==> src/rtl/lifo_arbiter_if.sv <==
// -----------------------------------------------------------------------------
// lifo_arbiter_if
// Client-side bundle for the shared LIFO arbiter.
//
// Signals
//   req        [NUM_REQ]            per-requester request, held until gnt seen
//   req_pop    [NUM_REQ]            opcode per requester: 1 = pop, 0 = push
//   req_data   [NUM_REQ*DATA_WIDTH] push data, requester i at [i*DATA_WIDTH +: DATA_WIDTH]
//   gnt        [NUM_REQ]            one-hot single-cycle grant pulse
//   rsp_err    [NUM_REQ]            pulses with gnt when the granted op was rejected
//   rsp_valid  [NUM_REQ]            one-hot pulse when pop data is on rsp_data
//   rsp_data   [DATA_WIDTH]         pop data returned to the requester
//
// Modports
//   master : the requesters (drive req*, observe responses)
//   slave  : the arbiter    (observe req*, drive responses)
// -----------------------------------------------------------------------------
interface lifo_arbiter_if #(
    parameter int NUM_REQ    = 2,
    parameter int DATA_WIDTH = 16
);
    logic [NUM_REQ-1:0]            req;
    logic [NUM_REQ-1:0]            req_pop;
    logic [NUM_REQ*DATA_WIDTH-1:0] req_data;
    logic [NUM_REQ-1:0]            gnt;
    logic [NUM_REQ-1:0]            rsp_err;
    logic [NUM_REQ-1:0]            rsp_valid;
    logic [DATA_WIDTH-1:0]         rsp_data;

    modport master (
        output req,
        output req_pop,
        output req_data,
        input  gnt,
        input  rsp_err,
        input  rsp_valid,
        input  rsp_data
    );

    modport slave (
        input  req,
        input  req_pop,
        input  req_data,
        output gnt,
        output rsp_err,
        output rsp_valid,
        output rsp_data
    );
endinterface : lifo_arbiter_if

==> src/rtl/lifo_arbiter.sv <==
// -----------------------------------------------------------------------------
// lifo_arbiter
// Round-robin arbiter / sequencer sharing one LIFO stack between NUM_REQ
// requesters. At most one stack operation is issued per cycle. A shadow
// occupancy counter (level) lets the arbiter reject push-at-full and
// pop-at-empty before they ever reach the stack. Pop data is returned to the
// requester that won the pop.
//
// Ports
//   clk           clock, all logic on the rising edge
//   rst_n         asynchronous active-low reset (stack must share it)
//   cli           client bundle (lifo_arbiter_if.slave)
//   level         shadow occupancy 0..DEPTH
//   stk_push      one-cycle push strobe to the stack
//   stk_pop       one-cycle pop strobe to the stack
//   stk_data_in   push data to the stack
//   stk_data_out  stack read data, registered by the stack on its pop edge
//
// Timing
//   E0 samples req -> C1: gnt / rsp_err / stack strobe -> E1: stack executes
//   -> C2: rsp_valid with rsp_data = stk_data_out (pops only).
// -----------------------------------------------------------------------------
module lifo_arbiter #(
    parameter int NUM_REQ    = 2,
    parameter int DEPTH      = 16,
    parameter int DATA_WIDTH = 16
) (
    input  logic                         clk,
    input  logic                         rst_n,
    lifo_arbiter_if.slave                cli,
    output logic [$clog2(DEPTH+1)-1:0]   level,
    output logic                         stk_push,
    output logic                         stk_pop,
    output logic [DATA_WIDTH-1:0]        stk_data_in,
    input  logic [DATA_WIDTH-1:0]        stk_data_out
);

    localparam int LW = $clog2(DEPTH + 1);
    localparam int PW = (NUM_REQ > 1) ? $clog2(NUM_REQ) : 1;

    localparam logic [LW-1:0] LEVEL_FULL = LW'(DEPTH);
    localparam logic [LW-1:0] LEVEL_ONE  = LW'(1);

    // -------------------------------------------------------------------------
    // Registered state
    // -------------------------------------------------------------------------
    logic [NUM_REQ-1:0]    gnt_q,         gnt_d;
    logic [NUM_REQ-1:0]    rsp_err_q,     rsp_err_d;
    logic [NUM_REQ-1:0]    rsp_valid_q,   rsp_valid_d;
    logic                  stk_push_q,    stk_push_d;
    logic                  stk_pop_q,     stk_pop_d;
    logic [DATA_WIDTH-1:0] stk_data_in_q, stk_data_in_d;
    logic [LW-1:0]         level_q,       level_d;
    logic [PW-1:0]         rr_ptr_q,      rr_ptr_d;
    // Winner of the pop currently on stk_pop; routes rsp_valid one cycle later.
    logic [PW-1:0]         pop_idx_q,     pop_idx_d;

    // -------------------------------------------------------------------------
    // Per-requester data slices
    // -------------------------------------------------------------------------
    logic [DATA_WIDTH-1:0] req_data_arr [NUM_REQ];

    for (genvar gi = 0; gi < NUM_REQ; gi++) begin : g_slice
        assign req_data_arr[gi] = cli.req_data[gi*DATA_WIDTH +: DATA_WIDTH];
    end

    // -------------------------------------------------------------------------
    // Candidate selection
    // A requester whose grant is visible this cycle is masked, so a request
    // still held during its grant cycle is not granted twice.
    // -------------------------------------------------------------------------
    logic [NUM_REQ-1:0] cand;

    assign cand = cli.req & ~gnt_q;

    // (base + off) mod NUM_REQ for off in 0..NUM_REQ; NUM_REQ need not be a
    // power of two, so the wrap is explicit.
    function automatic logic [PW-1:0] wrap_add(input logic [PW-1:0] base,
                                               input logic [31:0]   off);
        logic [31:0] s;
        s = 32'(base) + off;
        if (s >= 32'(NUM_REQ)) begin
            s = s - 32'(NUM_REQ);
        end
        return s[PW-1:0];
    endfunction

    // -------------------------------------------------------------------------
    // Round-robin winner: first candidate at or after rr_ptr, scanning upward
    // -------------------------------------------------------------------------
    logic          found;
    logic [PW-1:0] win_idx;
    logic [PW-1:0] scan_idx;

    always_comb begin
        found    = 1'b0;
        win_idx  = '0;
        scan_idx = '0;
        for (int k = 0; k < NUM_REQ; k++) begin
            scan_idx = wrap_add(rr_ptr_q, 32'(k));
            if (!found && cand[scan_idx]) begin
                found   = 1'b1;
                win_idx = scan_idx;
            end
        end
    end

    // -------------------------------------------------------------------------
    // Legality against the registered shadow level. level_q already includes
    // the op granted on the previous edge, so back-to-back ops at the
    // boundaries are judged correctly.
    // -------------------------------------------------------------------------
    logic win_pop;
    logic push_ok;
    logic pop_ok;
    logic legal;

    always_comb begin
        win_pop = cli.req_pop[win_idx];
        push_ok = (level_q != LEVEL_FULL);
        pop_ok  = (level_q != '0);
        legal   = win_pop ? pop_ok : push_ok;
    end

    // -------------------------------------------------------------------------
    // Next-state / output decode
    // -------------------------------------------------------------------------
    always_comb begin
        gnt_d         = '0;
        rsp_err_d     = '0;
        rsp_valid_d   = '0;
        stk_push_d    = 1'b0;
        stk_pop_d     = 1'b0;
        stk_data_in_d = '0;
        level_d       = level_q;
        rr_ptr_d      = rr_ptr_q;
        pop_idx_d     = pop_idx_q;

        if (found) begin
            gnt_d[win_idx] = 1'b1;
            // Pointer advances on every grant, legal or rejected.
            rr_ptr_d       = wrap_add(win_idx, 32'd1);
            if (!legal) begin
                rsp_err_d[win_idx] = 1'b1;
            end else if (win_pop) begin
                stk_pop_d = 1'b1;
                level_d   = level_q - LEVEL_ONE;
                pop_idx_d = win_idx;
            end else begin
                stk_push_d    = 1'b1;
                stk_data_in_d = req_data_arr[win_idx];
                level_d       = level_q + LEVEL_ONE;
            end
        end

        // The stack registers its read data on the edge that ends the pop
        // strobe cycle, so the response is flagged the cycle after stk_pop.
        if (stk_pop_q) begin
            rsp_valid_d[pop_idx_q] = 1'b1;
        end
    end

    // -------------------------------------------------------------------------
    // State registers. Reset drops any in-flight pop response because
    // stk_pop_q is cleared together with everything else.
    // -------------------------------------------------------------------------
    always_ff @(posedge clk or negedge rst_n) begin
        if (!rst_n) begin
            gnt_q         <= '0;
            rsp_err_q     <= '0;
            rsp_valid_q   <= '0;
            stk_push_q    <= 1'b0;
            stk_pop_q     <= 1'b0;
            stk_data_in_q <= '0;
            level_q       <= '0;
            rr_ptr_q      <= '0;
            pop_idx_q     <= '0;
        end else begin
            gnt_q         <= gnt_d;
            rsp_err_q     <= rsp_err_d;
            rsp_valid_q   <= rsp_valid_d;
            stk_push_q    <= stk_push_d;
            stk_pop_q     <= stk_pop_d;
            stk_data_in_q <= stk_data_in_d;
            level_q       <= level_d;
            rr_ptr_q      <= rr_ptr_d;
            pop_idx_q     <= pop_idx_d;
        end
    end

    // -------------------------------------------------------------------------
    // Outputs
    // -------------------------------------------------------------------------
    assign cli.gnt       = gnt_q;
    assign cli.rsp_err   = rsp_err_q;
    assign cli.rsp_valid = rsp_valid_q;
    assign cli.rsp_data  = (|rsp_valid_q) ? stk_data_out : '0;

    assign level       = level_q;
    assign stk_push    = stk_push_q;
    assign stk_pop     = stk_pop_q;
    assign stk_data_in = stk_data_in_q;

    // Only one op is issued per edge, so the two strobes are exclusive.
    a_strobe_exclusive : assert property (
        @(posedge clk) disable iff (!rst_n) !(stk_push_q && stk_pop_q)
    );

endmodule : lifo_arbiter

==> src/flat_wrapper.sv <==
// flat-port wrapper written by rule: the top's interface ports become plain ports
module lifo_arbiter_flat 
#(
    parameter int NUM_REQ    = 2,
    parameter int DEPTH      = 16,
    parameter int DATA_WIDTH = 16
)
  (clk, rst_n, level, stk_push, stk_pop, stk_data_in, stk_data_out, cli_req, cli_req_pop, cli_req_data, cli_gnt, cli_rsp_err, cli_rsp_valid, cli_rsp_data);
  lifo_arbiter_if #(.NUM_REQ(NUM_REQ), .DATA_WIDTH(DATA_WIDTH)) cli_i ();
  input  logic clk;
  input  logic rst_n;
  output logic [$clog2(DEPTH+1)-1:0] level;
  output logic stk_push;
  output logic stk_pop;
  output logic [DATA_WIDTH-1:0] stk_data_in;
  input  logic [DATA_WIDTH-1:0] stk_data_out;
  input wire logic [$bits(cli_i.req)-1:0] cli_req;
  input wire logic [$bits(cli_i.req_pop)-1:0] cli_req_pop;
  input wire logic [$bits(cli_i.req_data)-1:0] cli_req_data;
  output wire logic [$bits(cli_i.gnt)-1:0] cli_gnt;
  output wire logic [$bits(cli_i.rsp_err)-1:0] cli_rsp_err;
  output wire logic [$bits(cli_i.rsp_valid)-1:0] cli_rsp_valid;
  output wire logic [$bits(cli_i.rsp_data)-1:0] cli_rsp_data;
  assign cli_i.req = cli_req;
  assign cli_i.req_pop = cli_req_pop;
  assign cli_i.req_data = cli_req_data;
  assign cli_gnt = cli_i.gnt;
  assign cli_rsp_err = cli_i.rsp_err;
  assign cli_rsp_valid = cli_i.rsp_valid;
  assign cli_rsp_data = cli_i.rsp_data;
  lifo_arbiter #(.NUM_REQ(NUM_REQ), .DEPTH(DEPTH), .DATA_WIDTH(DATA_WIDTH)) u_core (.clk(clk), .rst_n(rst_n), .cli(cli_i), .level(level), .stk_push(stk_push), .stk_pop(stk_pop), .stk_data_in(stk_data_in), .stk_data_out(stk_data_out));
endmodule
==> config.mk <==
export PLATFORM = sky130hd
export DESIGN_NAME = lifo_arbiter_flat
export DESIGN_NICKNAME = d
export VERILOG_FILES = /design/src/rtl/lifo_arbiter_if.sv /design/src/rtl/lifo_arbiter.sv /design/src/flat_wrapper.sv
export SDC_FILE = /design/constraint.sdc
export NUM_CORES = 1
export LEC_CHECK = 0
export BUFFER_PORTS_ARGS = -buffer_cell sky130_fd_sc_hd__buf_2
export CAP_MARGIN = 5
export CORE_MARGIN = 1.5
export CORE_UTILIZATION = 44
export CTS_BUF_LIST = sky130_fd_sc_hd__clkbuf_4
export DETAILED_ROUTE_END_ITERATION = 12
export PLACE_DENSITY = 0.83
export SYNTH_ARGS = -nofsm -noshare
export SYNTH_HDL_FRONTEND = slang
export SYNTH_SLANG_ARGS = --single-unit
export TNS_END_PERCENT = 1
==> constraint.sdc <==
create_clock -name clk -period 3.4 [get_ports clk]
set_clock_uncertainty 0.15 [all_clocks]
set_input_delay 0.34 -clock clk [delete_from_list [all_inputs] [get_ports clk]]
set_output_delay 0.34 -clock clk [all_outputs]
set_load 0.1 [all_outputs]
==> summary.txt <==
Routing
  – DRC: 0
  – DRT iter0 DRCs: 54
  – Routed WL: 3790 um
  – Routed length per placed instance: 12.2 um
  – Vias/cell: 4.89
  – Post-route ant nets: 0
  – Drt first pass iters: 5
  – Vias post-DR: 1527

Yosys
  – Synth cell types: 36
  – Synth Area per Inst: 9.38 um2
  – Post-Synthesis Cells: 165
  – Area of the mapped netlist: 1550 um2
  – Post-synth net total: 223
  – Ys Warns: 0
  – Sequential area share after synthesis: 50.1%
  – #FFs+latches synth: 31

Setup path
  – Startpoint type of the worst setup path: flop
  – Worst path slowest cell: dfrtp_1
  – CP cell instances: or3b_4 > nand3_2 > and2_4 > inv_2 > ha_1 > and3_1 > and3_1 > nor4_1 > xor2_1 > o21ai_0
  – Kind of end point of the critical path: flop
  – Critical-path maximum fanout: 7
  – Crit path DAT: 2.85 ns
  – Critical Path RT: 3.46 ns
  – CP delay by family, top: simple AND/OR/NAND/NOR gates
  – CP max stage delay: 0.44 ns
  – CP dominant cell by count: and3_1
  – Crit Path Category: flop to flop
  – Bufs and invs on worst path: 1

Timing
  – Final Max Slew Viols: 0
  – Fmax: 358 MHz
  – Max_slew headroom: 40.7%
  – RSZ-0062 raised after global routing: no
  – Final min period: 2.79 ns
  – Worst Tran Pin Value: 0.885 ns
  – Final setup fails: 0
  – Period utilisation layout: 82.1%
  – Final hold vios: 0
  – Final TNS setup: 0 ns

Global route
  – First-pass GRT wire length: 6150 um
  – Met3 GRT Util: 6.88%
  – Vias in the first global route: 1361
  – Grt total ovfl: 0
  – Total GRT Usage: 19.9%
  – Largest net degree at the start of global routing: 32
  – M1 GR Usage: 23.1%
  – Busiest layer in global routing: met2
  – Number of antenna violations at the first check in global routing: 0
  – Met2 Use GR: 35.2%

Layout
  – Nets: 323
  – P&R area growth vs syn: 36.9%
  – Layout cell share with drive strength beyond 1: 43.2%
  – Antenna diodes: 0
  – Most common cell after layout, fill and taps aside: buf_2
  – Layout fillers: 311
  – Most frequent cells in the layout: buf_2, nand2_1, dfrtp_1
  – Design Area, Final: 2120 um2

Floorplanning
  – Row count: 21
  – Core area: 3360 um2
  – Die area: 3880 um2
  – I/O Pins: 99
  – Initial cell density of the core: 46.0%
  – Chip width: 62.3 um
  – Die height: 62.3 um

Power
  – Worst vdd ir: 0.524 mV
  – LEAKAGE: 1.19 nW
  – Pwr Density: 956 nW/um2

Clocking
  – CTS Buf Count: 5
  – CTS tree: built
  – Clk buf depth: 2
  – Clk_lat worst skew: 0.34 ns
  – Clock sink total: 31
  – H-tree depth: 2
  – Post-CTS Setup Inserts: 0
  – Worst-path clk slew: 0.10 ns
  – Hold Buf Count CTS: 1
  – CTS root buffer: clkbuf_4
  – Post-cts sizing count: 0

Run status
  – Status: completed

Flow run
  – # Max-Cap Violations: 0

Min path
  – Hold Path Class: input pin to flop

Placement
  – GP Congestion: 0.906
  – Hpwl dp: 2860 um
  – Area after DPL: 2060 um2
  – Port Buffers: 98
==> sequential cells by signal, summed over array words and instances (netlist names) <==
name                  cells
u_core.stk_data_in       16
u_core.level              5
u_core.cli.gnt            2
u_core.cli.rsp_err        2
u_core.cli.rsp_valid      2
u_core.pop_idx_q          1
u_core.rr_ptr_q           1
u_core.stk_pop            1
u_core.stk_push           1
==> area by class of cell <==
type	instances	area [um2]	share of cell area, %
Clock buffer	6	45.0	2.13
Timing Repair Buffer	100	508	24.0
Multi-Input combinational cell	123	711	33.5
Inverter	4	15.0	0.708
Sequential cell	31	776	36.6
Clock inverter	2	7.51	0.354
Tap cell	46	57.6	2.72
==> power breakdown <==
group | switching [mW] | leakage [nW] | internal, mW | total, mW
logic | 1.03 | 0.753 | 0.256 | 1.29
registers | 0.0761 | 0.405 | 0.450 | 0.526
clock network | 0.127 | 0.0307 | 0.0845 | 0.211
total | 1.23 | 1.19 | 0.791 | 2.03
==> kinds of logic after synthesis <==
family                     share of synthesized area, %
and+or+nand+nor                                    25.5
muxes                                             0.970
DFF                                                50.1
AOI/OAI and AO/OA                                  13.4
adders and majority gates                          3.23
buffers and inverters                              3.96
xor gates and xnor gates                           2.83
==> Yosys cell counts <==
library cell	instances	area (um2)
clkbuf_1	4	15.0
o21a_1	2	15.0
dfrtp_1	31	776
inv_1	3	11.3
nor3b_1	1	7.51
a21oi_1	20	100
o21ai_2	1	8.76
and2_4	1	8.76
nor3_1	1	5.00
buf_6	1	11.3
o211ai_4	1	21.3
or3b_4	1	11.3
o21ai_1	1	5.00
nand2_2	1	6.26
buf_8	1	15.0
and2_1	1	6.26
mux2_4	1	15.0
or2b_1	1	7.51
nand2b_1	2	12.5
nand4_1	1	6.26
xnor2_1	2	17.5
nand3_2	1	10.0
ha_1	4	50.1
a21oi_2	2	17.5
o21ai_0	4	20.0
nor2_1	5	18.8
a31oi_1	1	6.26
nor4_1	2	12.5
nor2b_1	19	119
and3_1	2	12.5
xor2_1	3	26.3
nand2_1	40	150
a211oi_1	1	7.51
buf_2	1	5.00
o22ai_1	1	6.26
inv_2	1	3.75
==> metal layers <==
metal	up-vias	part of all wire, %
li1	746	-
met1	698	39
met2	79	51
met3	4	9.5
met4	0	0.71
met5	-	0
==> through the flow <==
stage / setup WS, ns / total power [mW] / hold slack, ns / cells / util (%)
4_1_cts: 0.630 / 2.03 / 0.0733 / 312 / 63.0
2_1_floorplan: 0.140 / 1.62 / -0.106 / 165 / -
3_3_place_gp: 0.697 / 1.81 / 0.264 / 303 / 61.2
6_report: 0.609 / 2.03 / 0.0807 / 312 / 63.0
3_5_place_dp: 0.581 / 1.82 / 0.269 / 303 / 61.2
5_1_grt: 0.500 / 2.12 / 0.0692 / 312 / 63.0
==> path summary, 6_finish.rpt <==
check	slack, ns	depth (start not counted)	start	to
max in group asynchronous	2.23	2	rst_n	u_core.cli.rsp_err[1]$_DFF_PN0_
max	0.61	10	u_core.cli.gnt[0]$_DFF_PN0_	u_core.level[3]$_DFFE_PN0P_
min reg2reg	0.36	1	u_core.stk_pop$_DFF_PN0_	u_core.cli.rsp_valid[1]$_DFF_PN0_
max reg2reg	0.61	10	u_core.cli.gnt[0]$_DFF_PN0_	u_core.level[3]$_DFFE_PN0P_
min	0.08	3	cli_req_data[26]	u_core.stk_data_in[10]$_DFF_PN0_
min in group asynchronous	0.42	2	rst_n	u_core.pop_idx_q$_DFFE_PN0P_
==> worst min-delay path, cell delays in order <==
cell and delay (ns):
buf_2 0.10, nand2_1 0.04, a21oi_1 0.05
(Power assumes the default switching activity.)
